--- src/rtl/pl_irq_collector.sv ---
// pl_irq_collector
//   Collects rising-edge interrupt events from the PL periodic tick generator.
//   It keeps them as sticky pending bits and presents one registered level
//   interrupt plus the lowest enabled pending source ID to the PS. It also
//   counts, per source, ticks that arrived while the previous one was still
//   pending.
//
// Ports
//   Sys_clk     system clock
//   Rst_n       asynchronous active-low reset
//   Irq_src_in  raw tick pulses, one event per rising edge
//   Irq_en      per-source enable mask
//   Ack_valid   acknowledge strobe (one acknowledge per cycle held)
//   Ack_mask    pending bits cleared by the acknowledge
//   Ovr_clr     clears all overrun counters
//   Pending     sticky pending bits
//   Irq_to_ps   registered level interrupt: any enabled bit pending
//   Irq_id      registered index of the lowest enabled pending source
//   Ack_done    one-cycle confirmation of each acknowledge
//   Ovr_cnt     packed saturating overrun counters, source i at [i*OVR_W +: OVR_W]
module pl_irq_collector #(
  parameter int unsigned NUM_SRC = 2,
  parameter int unsigned ID_W    = 1,
  parameter int unsigned OVR_W   = 8
) (
  input  logic                     Sys_clk,
  input  logic                     Rst_n,
  input  logic [NUM_SRC-1:0]       Irq_src_in,
  input  logic [NUM_SRC-1:0]       Irq_en,
  input  logic                     Ack_valid,
  input  logic [NUM_SRC-1:0]       Ack_mask,
  input  logic                     Ovr_clr,
  output logic [NUM_SRC-1:0]       Pending,
  output logic                     Irq_to_ps,
  output logic [ID_W-1:0]          Irq_id,
  output logic                     Ack_done,
  output logic [NUM_SRC*OVR_W-1:0] Ovr_cnt
);

  logic [NUM_SRC-1:0]            src_d;
  logic [NUM_SRC-1:0]            rise;
  logic [NUM_SRC-1:0]            ev;
  logic [NUM_SRC-1:0]            clr;
  logic [NUM_SRC-1:0]            pend_q;
  logic [NUM_SRC-1:0]            act;
  logic [NUM_SRC-1:0][OVR_W-1:0] ovr_q;
  logic [ID_W-1:0]               id_nxt;
  logic                          id_found;

  assign rise = Irq_src_in & ~src_d;
  assign ev   = rise & Irq_en;
  assign clr  = {NUM_SRC{Ack_valid}} & Ack_mask;
  assign act  = pend_q & Irq_en;

  assign Pending = pend_q;
  assign Ovr_cnt = ovr_q;

  // Lowest-index enabled pending source wins; 0 when nothing is active.
  always_comb begin
    id_nxt   = '0;
    id_found = 1'b0;
    for (int unsigned i = 0; i < NUM_SRC; i++) begin
      if (act[i] && !id_found) begin
        id_nxt   = ID_W'(i);
        id_found = 1'b1;
      end
    end
  end

  always_ff @(posedge Sys_clk or negedge Rst_n) begin
    if (!Rst_n) begin
      src_d     <= '0;
      pend_q    <= '0;
      Irq_to_ps <= 1'b0;
      Irq_id    <= '0;
      Ack_done  <= 1'b0;
    end else begin
      src_d     <= Irq_src_in;
      // A new event wins over a simultaneous acknowledge of the same bit.
      pend_q    <= ev | (pend_q & ~clr);
      Irq_to_ps <= |act;
      Irq_id    <= id_nxt;
      Ack_done  <= Ack_valid;
    end
  end

  // An event that meets an acknowledge in the same cycle is not an overrun:
  // the older event was consumed by that acknowledge.
  always_ff @(posedge Sys_clk or negedge Rst_n) begin
    if (!Rst_n) begin
      ovr_q <= '0;
    end else if (Ovr_clr) begin
      ovr_q <= '0;
    end else begin
      for (int unsigned i = 0; i < NUM_SRC; i++) begin
        if (ev[i] && pend_q[i] && !clr[i] && (ovr_q[i] != '1)) begin
          ovr_q[i] <= ovr_q[i] + OVR_W'(1);
        end
      end
    end
  end

endmodule

--- config.mk ---
export PLATFORM = sky130hd
export DESIGN_NAME = pl_irq_collector
export DESIGN_NICKNAME = d
export VERILOG_FILES = /design/src/rtl/pl_irq_collector.sv
export SDC_FILE = /design/constraint.sdc
export NUM_CORES = 1
export LEC_CHECK = 0
export BUFFER_PORTS_ARGS = -buffer_cell sky130_fd_sc_hd__buf_2
export CAP_MARGIN = 20
export CORE_MARGIN = 2
export CORE_UTILIZATION = 45
export CTS_CLUSTER_SIZE = 30
export DETAILED_ROUTE_END_ITERATION = 8
export MAX_ROUTING_LAYER = met4
export PLACE_DENSITY = 0.69
export REMOVE_ABC_BUFFERS = 1
export SYNTH_ARGS = -nofsm -noshare
export SYNTH_HDL_FRONTEND = slang
export SYNTH_SLANG_ARGS = --single-unit
--- constraint.sdc ---
create_clock -name Sys_clk -period 2.5 [get_ports Sys_clk]
set_clock_uncertainty 0.2 [all_clocks]
set_input_delay 0.125 -clock Sys_clk [delete_from_list [all_inputs] [get_ports Sys_clk]]
set_output_delay 0.125 -clock Sys_clk [all_outputs]
set_load 0.02 [all_outputs]
==> reports/metrics.yaml, run 1 <==
status: "complete, no violations"
grt_max_degree: 24
seq_area_frac_synth_pct: 50.8
initial_core_util_pct: 46.6
cpMaxStageDelayCell: "or4_1"
root_buffer: "clkbuf_4"
cpLargestDelayFamily: "simple AND/OR/NAND/NOR gates"
htreeDepth: 1
worst_pin_slew_ns: 0.515
track_usage_pct: 18.6
grt_pass1_vias: 886
drv_slew: 0
synth_top_cell_by_area: "dfrtp_1"
max_clock_freq_mhz: 505
clkSlewWorstSetupHoldPaths_ns: 0.12
synthTopCellsByArea: "dfrtp_1, a21oi_1, or4_1, nand3_1, o21ai_0"
antenna_cells: 0
r2r_end: "Ovr_cnt[13]"
finalSetupTns_ns: 0
max_stage_delay_ns: 0.54
drtIter0Drc: 21
cts_tree: "built"
insertion_delay_ns: 0.30
reg2regPathDepth: 5
cts_num_sinks: 23
regArea_um2: 576
setup_ws_ns: 0.522
cap_violations: 0
r2r_slack_ns: 0.52
synth_cells: 107
worstPathCellList: "ha_1, nand3_1, o211ai_2, or4_1, a21oi_1"
cp-end-kind: "register"
synthFlopType: "dfrtp_1"
synth_area_um2: 1130
synth_edf_count: 0
maxSlewHeadroom_pct: 65.6
synth.ff_latch_count: 23
vias: 985
multi_input_area_um2: 502
fin_nets: 159
die_w_um: 54.2
synth_cell_types: 32
ys_warn_count: 0
die_y_um: 54.2
grt_pass1_wl_um: 3830
die_area_um2: 2940
synth-async-reset-ratio_pct: 100
cp_num_buf_inv: 0
wirelength_um: 2370
area_delta_synth_final_pct: 24.2
grt_setup_unrepaired: "no"
ant_nets: 0
critPathMaxFanout: 14
gp_congestion: 0.760
core_um2: 2430
min_path_cells: 3
row_count: 18
leakagePower_uw: 0.000679
setup_viol: 0
final_common_cell: "buf_2"
critPathArrivalTime_ns: 2.02
min_to: "Pending[0]"
drive_gt1_share_pct: 26.0
ios: 31
viasPerCell: 5.60
cts_buffers: 3
whs_ns: 0.0131
rr_startpoint: "Ovr_cnt[8]"
crit_required_ns: 2.54
power.density_nw_per_um2: 447
first_pass_iters: 4
antenna_found_initial: 0
min_path_type: "input pin to register"
preCtsSetupSlack_ns: 0.549
finalHoldViolCount: 0
routedWlPerCell_um: 13.5
min_period_ns: 1.98
start_kind: "register"
io_buffers: 30
peakVddDrop_mv: 0.317
dp_hpwl_um: 1630
synth_top_cell_area_share_pct: 50.8
drc_errors: 0
finalCritPeriodShare_pct: 79.1
fill_cells: 233
fin_util_pct: 57.9
cts_buffer_depth: 2
syn_area_per_cell_um2: 10.6
final_cell_mix: "buf_2, dfrtp_1, a21oi_1"
grt_overflow_total: 0
hp-start: "Ack_mask[0]"
crit_type: "register to register"
-- flip-flops by register name, summed over array words and instances, names as in the netlist --
signal and count:
Ack_done 1, Irq_id 1, Irq_to_ps 1, Ovr_cnt 16, Pending 2, src_d 2
-- cell type report --
class	instances	share of cell area, %
sequential	23	40.9
multi-input combinational	73	35.6
timing repair buffer	39	17.1
tap	30	2.67
clock buffer	4	1.87
inverter	7	1.87
-- where the power goes --
| part | leakage, uW | internal, uW | total, uW | switching, uW |
|---|---|---|---|---|
| combinational | 0.000355 | 29.6 | 71.4 | 41.8 |
| clock | 0.0000150 | 62.2 | 168 | 106 |
| sequential | 0.000309 | 383 | 390 | 7.33 |
-- cell families after synthesis --
kind of cell	synth area share (%)
xor gates and xnor gates	0.773
and+or+nand+nor	21.6
DFF	50.8
AOI/OAI and AO/OA	16.9
adders and majority gates	2.21
buffers and inverters	4.97
muxes	2.76
-- metal layers --
metal	track usage, %	up-vias	share of wire, %
met5	-	-	0
met4	7.92	0	0.63
met3	3.06	2	4.7
met2	30.1	19	50
met1	22.8	480	44
li1	-	484	-
-- per-stage QoR --
| step | total power (uW) | area (um2) | instances |
|---|---|---|---|
| 2_1_floorplan | 424 | 1100 | 103 |
| 3_3_place_gp | 456 | 1290 | 163 |
| 3_5_place_dp | 458 | 1290 | 163 |
| 4_1_cts | 636 | 1410 | 176 |
| 5_1_grt | 661 | 1410 | 176 |
| 6_report | 630 | 1410 | 176 |
-- synthesized netlist by cell type (all sizes together) (2+ instances only) --
master  number
or4          5
inv          7
o41ai        3
nand4        2
ha           2
nand2        8
o21ai        6
o311ai       2
o31ai        4
dfrtp       23
a21oi       11
mux2i        2
nand3        7
nor2         4
or3          4
buf          3
a32o         2
-- worst register-to-register path, cell delays in order, from the launching register on --
cell	delay, ns
dfrtp_1	0.43
ha_1	0.25
nand3_1	0.11
o211ai_2	0.23
or4_1	0.54
a21oi_1	0.15
-- repair_timing --
action / 4_1_cts / 5_1_grt
hold buffers: 9 / 0
hold endpoints to repair: 37 / 0
gates resized for setup: 0 / 0
setup endpoints to repair: 0 / 0
setup buffers: 0 / 0
-- worst max-delay path by stage --
stage,start,to,slack (ns),cells after the start
floorplan,Ovr_cnt[8],Ovr_cnt[15],0.57,5
global placement,Ovr_cnt[8],Ovr_cnt[15],0.62,5
detailed placement,Ovr_cnt[8],Ovr_cnt[15],0.55,5
CTS,Ovr_cnt[8],Ovr_cnt[15],0.52,5
global route,Ovr_cnt[8],Ovr_cnt[13],0.41,5
finish,Ovr_cnt[8],Ovr_cnt[13],0.52,5
(Power assumes the default switching activity.)
==> run 2: changes to the inputs <==
--- a/config.mk
+++ b/config.mk
@@ -5,6 +5,7 @@
 export SDC_FILE = /design/constraint.sdc
 export NUM_CORES = 1
 export LEC_CHECK = 0
+export ABC_AREA = 1
 export BUFFER_PORTS_ARGS = -buffer_cell sky130_fd_sc_hd__buf_2
 export CAP_MARGIN = 20
 export CORE_MARGIN = 2
@@ -12,7 +13,7 @@
 export CTS_CLUSTER_SIZE = 30
 export DETAILED_ROUTE_END_ITERATION = 8
 export MAX_ROUTING_LAYER = met4
-export PLACE_DENSITY = 0.69
+export PLACE_DENSITY = 0.71
 export REMOVE_ABC_BUFFERS = 1
 export SYNTH_ARGS = -nofsm -noshare
 export SYNTH_HDL_FRONTEND = slang
==> constraint.sdc (replaced) <==
create_clock -name Sys_clk -period 1.8 [get_ports Sys_clk]
set_clock_uncertainty 0.2 [all_clocks]
set_input_delay 0.09 -clock Sys_clk [delete_from_list [all_inputs] [get_ports Sys_clk]]
set_output_delay 0.09 -clock Sys_clk [all_outputs]
set_load 0.02 [all_outputs]
==> run 2 against run 1 <==
Sequential share of layout area shrank 4.0 points; synthesized cell count rose by 55%; die area up 9.9%; wire length grew 11%; largest cell class is now multi-input gates.
==> reports/metrics.yaml, run 2 <==
synthFlopType: "dfrtp_1"
fin_util_pct: 57.5
synthTopCellsByArea: "dfrtp_1, nand2_1, nand3_1, nor2_1, inv_1"
synth.ff_latch_count: 23
power_frac_seq_pct: 61.3
wirelength_um: 2630
clkSlewWorstSetupHoldPaths_ns: 0.12
start_kind: "register"
gp_congestion: 0.889
cts_num_sinks: 23
drv_slew: 0
io_buffers: 30
regArea_um2: 576
routedWlPerCell_um: 11.0
ant_nets: 0
first_pass_iters: 4
synth_cells: 166
min_period_ns: 1.67
final_cell_mix: "nand2_1, buf_2, nand3_1"
cts_buffers: 3
synth_area_um2: 1250
antenna_found_initial: 0
max_clock_freq_mhz: 599
row_count: 19
ios: 31
synth_common_cells: "nand2_1, nand3_1, dfrtp_1"
antenna_cells: 0
track_usage_pct: 18.7
root_buffer: "clkbuf_4"
vias: 1175
critPathMaxFanout: 11
cts_resized: 0
rr_startpoint: "Ovr_cnt[8]"
worstPathCellList: "ha_1, nand2_1, nor2_1, nand2_2, nand2_2, nor2_1, nand2_1, nand2_1"
status: "complete, no violations"
peakVddDrop_mv: 0.419
cp_num_buf_inv: 0
cpLargestDelayFamily: "simple AND/OR/NAND/NOR gates"
maxSlewHeadroom_pct: 66.8
area_delta_synth_final_pct: 24.2
initial_core_util_pct: 46.3
swShare_pct: 25.6
critPathArrivalTime_ns: 1.72
fin_nets: 222
grt_pass1_vias: 1152
worst_pin_slew_ns: 0.497
finalSetupTns_ns: 0
cap_violations: 0
finalCritPeriodShare_pct: 92.8
synth_cell_types: 19
max_stage_delay_ns: 0.44
power.density_nw_per_um2: 573
largest_register_ff_count: 16
synth_top_cell_by_area: "dfrtp_1"
synth-async-reset-ratio_pct: 100
pwr-share-clk_pct: 25.1
die_y_um: 56.8
finalHoldViolCount: 0
leakagePower_uw: 0.000888
cts_tree: "built"
fill_cells: 250
drive_gt1_share_pct: 21.5
critPathLaunch: "Ovr_cnt[8]"
multi_input_area_um2: 596
cts_buffer_depth: 2
p_sw_uw: 228
setup_viol: 0
cpMaxStageDelayCell: "dfrtp_1"
htreeDepth: 1
grt_max_degree: 24
synth_edf_count: 0
drc_errors: 0
cp-end-kind: "register"
die_w_um: 56.8
drtIter0Drc: 41
grt_overflow_total: 0
insertion_delay_ns: 0.30
grt_pass1_wl_um: 4680
dp_hpwl_um: 1930
crit_required_ns: 1.85
postCtsSetupBuffers: 0
synth_top_cell_area_share_pct: 45.9
min_path_type: "input pin to async pin"
grt_setup_unrepaired: "no"
pwr-share-comb_pct: 13.7
core_um2: 2710
syn_area_per_cell_um2: 7.56
yosysMostFrequentCell: "nand2_1"
cell_internal_pwr_uw: 665
die_area_um2: 3230
seq_area_frac_synth_pct: 45.9
ys_warn_count: 0
viasPerCell: 4.90
final_common_cell: "nand2_1"
path_common_cell: "nand2_1"
crit_type: "register to register"
## run 2: worst paths after layout
path                          endpoint  slack, ns  cells past startpoint
max                        Ovr_cnt[14]       0.13                      8
max in group asynchronous   Ovr_cnt[4]       0.99                      2
min                         Ovr_cnt[5]       0.07                      2
min in group Sys_clk          src_d[1]       0.24                      2
min reg2reg                 Pending[1]       0.33                      2
max reg2reg                Ovr_cnt[14]       0.13                      8
## run 2: logic make-up (layout without fill, tap and decap cells)
group / after synthesis / in the layout / share of synthesized area [%]
XOR/XNOR: 6 / 6 / 4.19
AO/OA/AOI/OAI: 5 / 5 / 2.29
adder cells (fa/ha/maj): 2 / 2 / 1.99
buffers and inverters: 18 / 61 / 6.68
flip-flops: 23 / 23 / 45.9
AND/OR/NAND/NOR: 112 / 112 / 39.0
## run 2: per-stage QoR
stage / setup WS (ns) / cells / cell area (um2) / power (uW) / hold WS [ns]
after detailed placement: 0.126 / 226 / 1430 / 661 / -0.110
after global routing: 0.0221 / 240 / 1560 / 946 / 0.112
after floorplan: 0.169 / 163 / 1230 / 611 / -0.406
after global placement: 0.192 / 226 / 1430 / 660 / -0.105
after CTS: 0.109 / 240 / 1560 / 910 / 0.0832
final: 0.130 / 240 / 1560 / 893 / 0.0718
## run 2: layer usage
layer | GRT usage, % | vias to the layer above | share of wire, %
li1 | - | 611 | -
met1 | 21.9 | 539 | 43
met2 | 32.6 | 21 | 52
met3 | 2.30 | 4 | 3.3
met4 | 7.64 | 0 | 1.2
met5 | - | - | 0
## run 2: repair_timing
action                     4_1_cts  5_1_grt
hold buffers                    10        0
hold endpoints to repair        41        0
setup endpoints to repair        0        0
## run 2: layout make-up
type	count	area share, %
multi-input combinational	125	38.2
sequential	23	36.9
timing repair buffer	42	17.0
inverter	15	3.61
tap	31	2.49
clock buffer	3	1.44
clock inverter	1	0.321
## run 2: power groups by stage
stage          Combinational [uW]  Clock, uW  Sequential [uW]
5_1_grt                       136        260              550
6_report                      122        224              547
3_5_place_dp                  105          0              556
4_1_cts                       123        241              546
2_1_floorplan                35.6          0              576
3_3_place_gp                  105          0              555
## run 2: worst reg2reg max path: cells and delay by family (launching register included)
| kind | cells | cell delay, ns |
|---|---|---|
| simple gates | 7 | 0.76 |
| flops | 1 | 0.44 |
| fa+ha+maj | 1 | 0.23 |
==> run 3: changes to the inputs <==
--- a/config.mk
+++ b/config.mk
@@ -13,7 +13,7 @@
 export CTS_CLUSTER_SIZE = 30
 export DETAILED_ROUTE_END_ITERATION = 8
 export MAX_ROUTING_LAYER = met4
-export PLACE_DENSITY = 0.71
+export PLACE_DENSITY = 0.68
 export REMOVE_ABC_BUFFERS = 1
 export SYNTH_ARGS = -nofsm -noshare
 export SYNTH_HDL_FRONTEND = slang
==> constraint.sdc (replaced) <==
create_clock -name Sys_clk -period 2.17 [get_ports Sys_clk]
set_clock_uncertainty 0.2 [all_clocks]
set_input_delay 0.1085 -clock Sys_clk [delete_from_list [all_inputs] [get_ports Sys_clk]]
set_output_delay 0.1085 -clock Sys_clk [all_outputs]
set_load 0.02 [all_outputs]
==> run 3 against run 2 <==
First-iteration DRC count fell by 39%; hold slack improved by 0.014 ns; non-clock buffer count fell by 1; global-route usage fell by 0.73 points; utilization fell by 0.32 points; cell count fell by 0.42%; power fell by 16%; largest power group unchanged; maximum frequency fell by 2.9%; sequential power fell by 17%; wire length fell by 1.4%.
==> reports/metrics.yaml, run 3 (same netlist as run 2, synthesis figures left out) <==
vias: 1156
crit_type: "register to register"
cell_internal_pwr_uw: 554
status: "complete, no violations"
swShare_pct: 26.4
grt_setup_unrepaired: "no"
dp_cells: 225
preCtsSetupSlack_ns: 0.458
largest_register_ff_count: 16
track_usage_pct: 18.0
layoutNonFillerInstCount: 239
area_delta_synth_final_pct: 23.5
die_w_um: 56.8
cts_buffers: 3
start_kind: "register"
min_period_ns: 1.72
max_clock_freq_mhz: 581
power_frac_seq_pct: 60.2
finalSetupTns_ns: 0
drive_gt1_share_pct: 20.7
antenna_found_initial: 0
root_buffer: "clkbuf_4"
pwr-share-comb_pct: 13.6
finalHoldViolCount: 0
postCtsSetupBuffers: 0
routedWlPerCell_um: 10.9
drv_slew: 0
core_um2: 2710
grt_overflow_total: 0
cts_tree: "built"
critPathArrivalTime_ns: 1.77
grt_max_degree: 24
insertion_delay_ns: 0.31
pwr-share-clk_pct: 26.2
gp_congestion: 0.796
row_count: 19
ant_nets: 0
cp-end-kind: "register"
viasPerCell: 4.84
grt_pass1_vias: 1055
io_buffers: 30
die_area_um2: 3230
drc_errors: 0
setup_ws_ns: 0.450
first_pass_iters: 4
critPathMaxFanout: 11
die_y_um: 56.8
final_cell_mix: "nand2_1, buf_2, nand3_1"
setup_viol: 0
maxSlewHeadroom_pct: 66.2
ios: 31
cts_num_sinks: 23
htreeDepth: 1
drtIter0Drc: 25
fin_nets: 221
worst_pin_slew_ns: 0.507
dp_hpwl_um: 1880
cap_violations: 0
min_path_type: "input pin to async pin"
crit_required_ns: 2.22
initial_core_util_pct: 46.3
grt_pass1_wl_um: 4550
finalCritPeriodShare_pct: 79.3
cts_buffer_depth: 2
fin_util_pct: 57.2
final_common_cell: "nand2_1"
power.density_nw_per_um2: 486
antenna_cells: 0
p_sw_uw: 198
leakagePower_uw: 0.000880
clkSlewWorstSetupHoldPaths_ns: 0.12
peakVddDrop_mv: 0.388
power_uw: 753
wirelength_um: 2600
[run 3: cell count changes in the layout (fill, tap and decap cells not counted)]
cell	change
buf_4	-1
clkbuf_1	+1
clkinv_2	-1
[run 3: power by group through the flow]
stage / combinational, uW / clock, uW / sequential, uW
floorplan: 29.5 / 0 / 477
global placement: 86.8 / 0 / 461
detailed placement: 88.0 / 0 / 461
CTS: 103 / 207 / 453
global route: 116 / 216 / 456
finish: 102 / 198 / 453
[run 3: stage by stage]
stage | hold slack [ns] | instance area (um2)
floorplan | -0.387 | 1230
global placement | -0.0884 | 1420
detailed placement | -0.0870 | 1420
CTS | 0.101 | 1550
global route | 0.136 | 1550
finish | 0.0860 | 1550
[run 3: layout make-up]
cell class | instances | area [um2]
clock buffers | 4 | 26.3
fillers | 278 | 1160
flip-flops and latches | 23 | 576
well taps | 31 | 38.8
repair buffers | 41 | 258
inverters | 15 | 56.3
multi-input cells | 125 | 596
[run 3: path summary, 6_finish.rpt]
kind                       slack (ns)  cells after the start     startpoint     endpoint
min in group Sys_clk             0.25                      2  Irq_src_in[1]     src_d[1]
hold / removal                   0.09                      2          Rst_n   Ovr_cnt[5]
max in group asynchronous        1.35                      2          Rst_n  Ovr_cnt[14]
hold reg to reg                  0.34                      2       src_d[1]   Pending[1]
setup reg to reg                 0.45                      8     Ovr_cnt[8]  Ovr_cnt[15]
setup / recovery                 0.45                      8     Ovr_cnt[8]  Ovr_cnt[15]
[run 3: per-layer routing]
layer / wire length, um / track usage (%)
met2: 1310 / 28.9
met1: 1190 / 23.9
met3: 80 / 2.07
met5: 0 / -
met4: 19 / 5.98
[run 3: worst max-delay path, cell delays in order (launching register included)]
cell     delay (ns)
dfrtp_1        0.44
ha_1           0.22
nand2_1        0.13
nor2_1         0.06
nand2_2        0.08
nand2_2        0.17
nor2_1         0.23
nand2_1        0.07
nand2_1        0.06
[run 3: repair_timing]
action / CTS / global route
hold endpoints to repair: 40 / 0
hold buffers: 10 / 0
gates resized for setup: 0 / 0
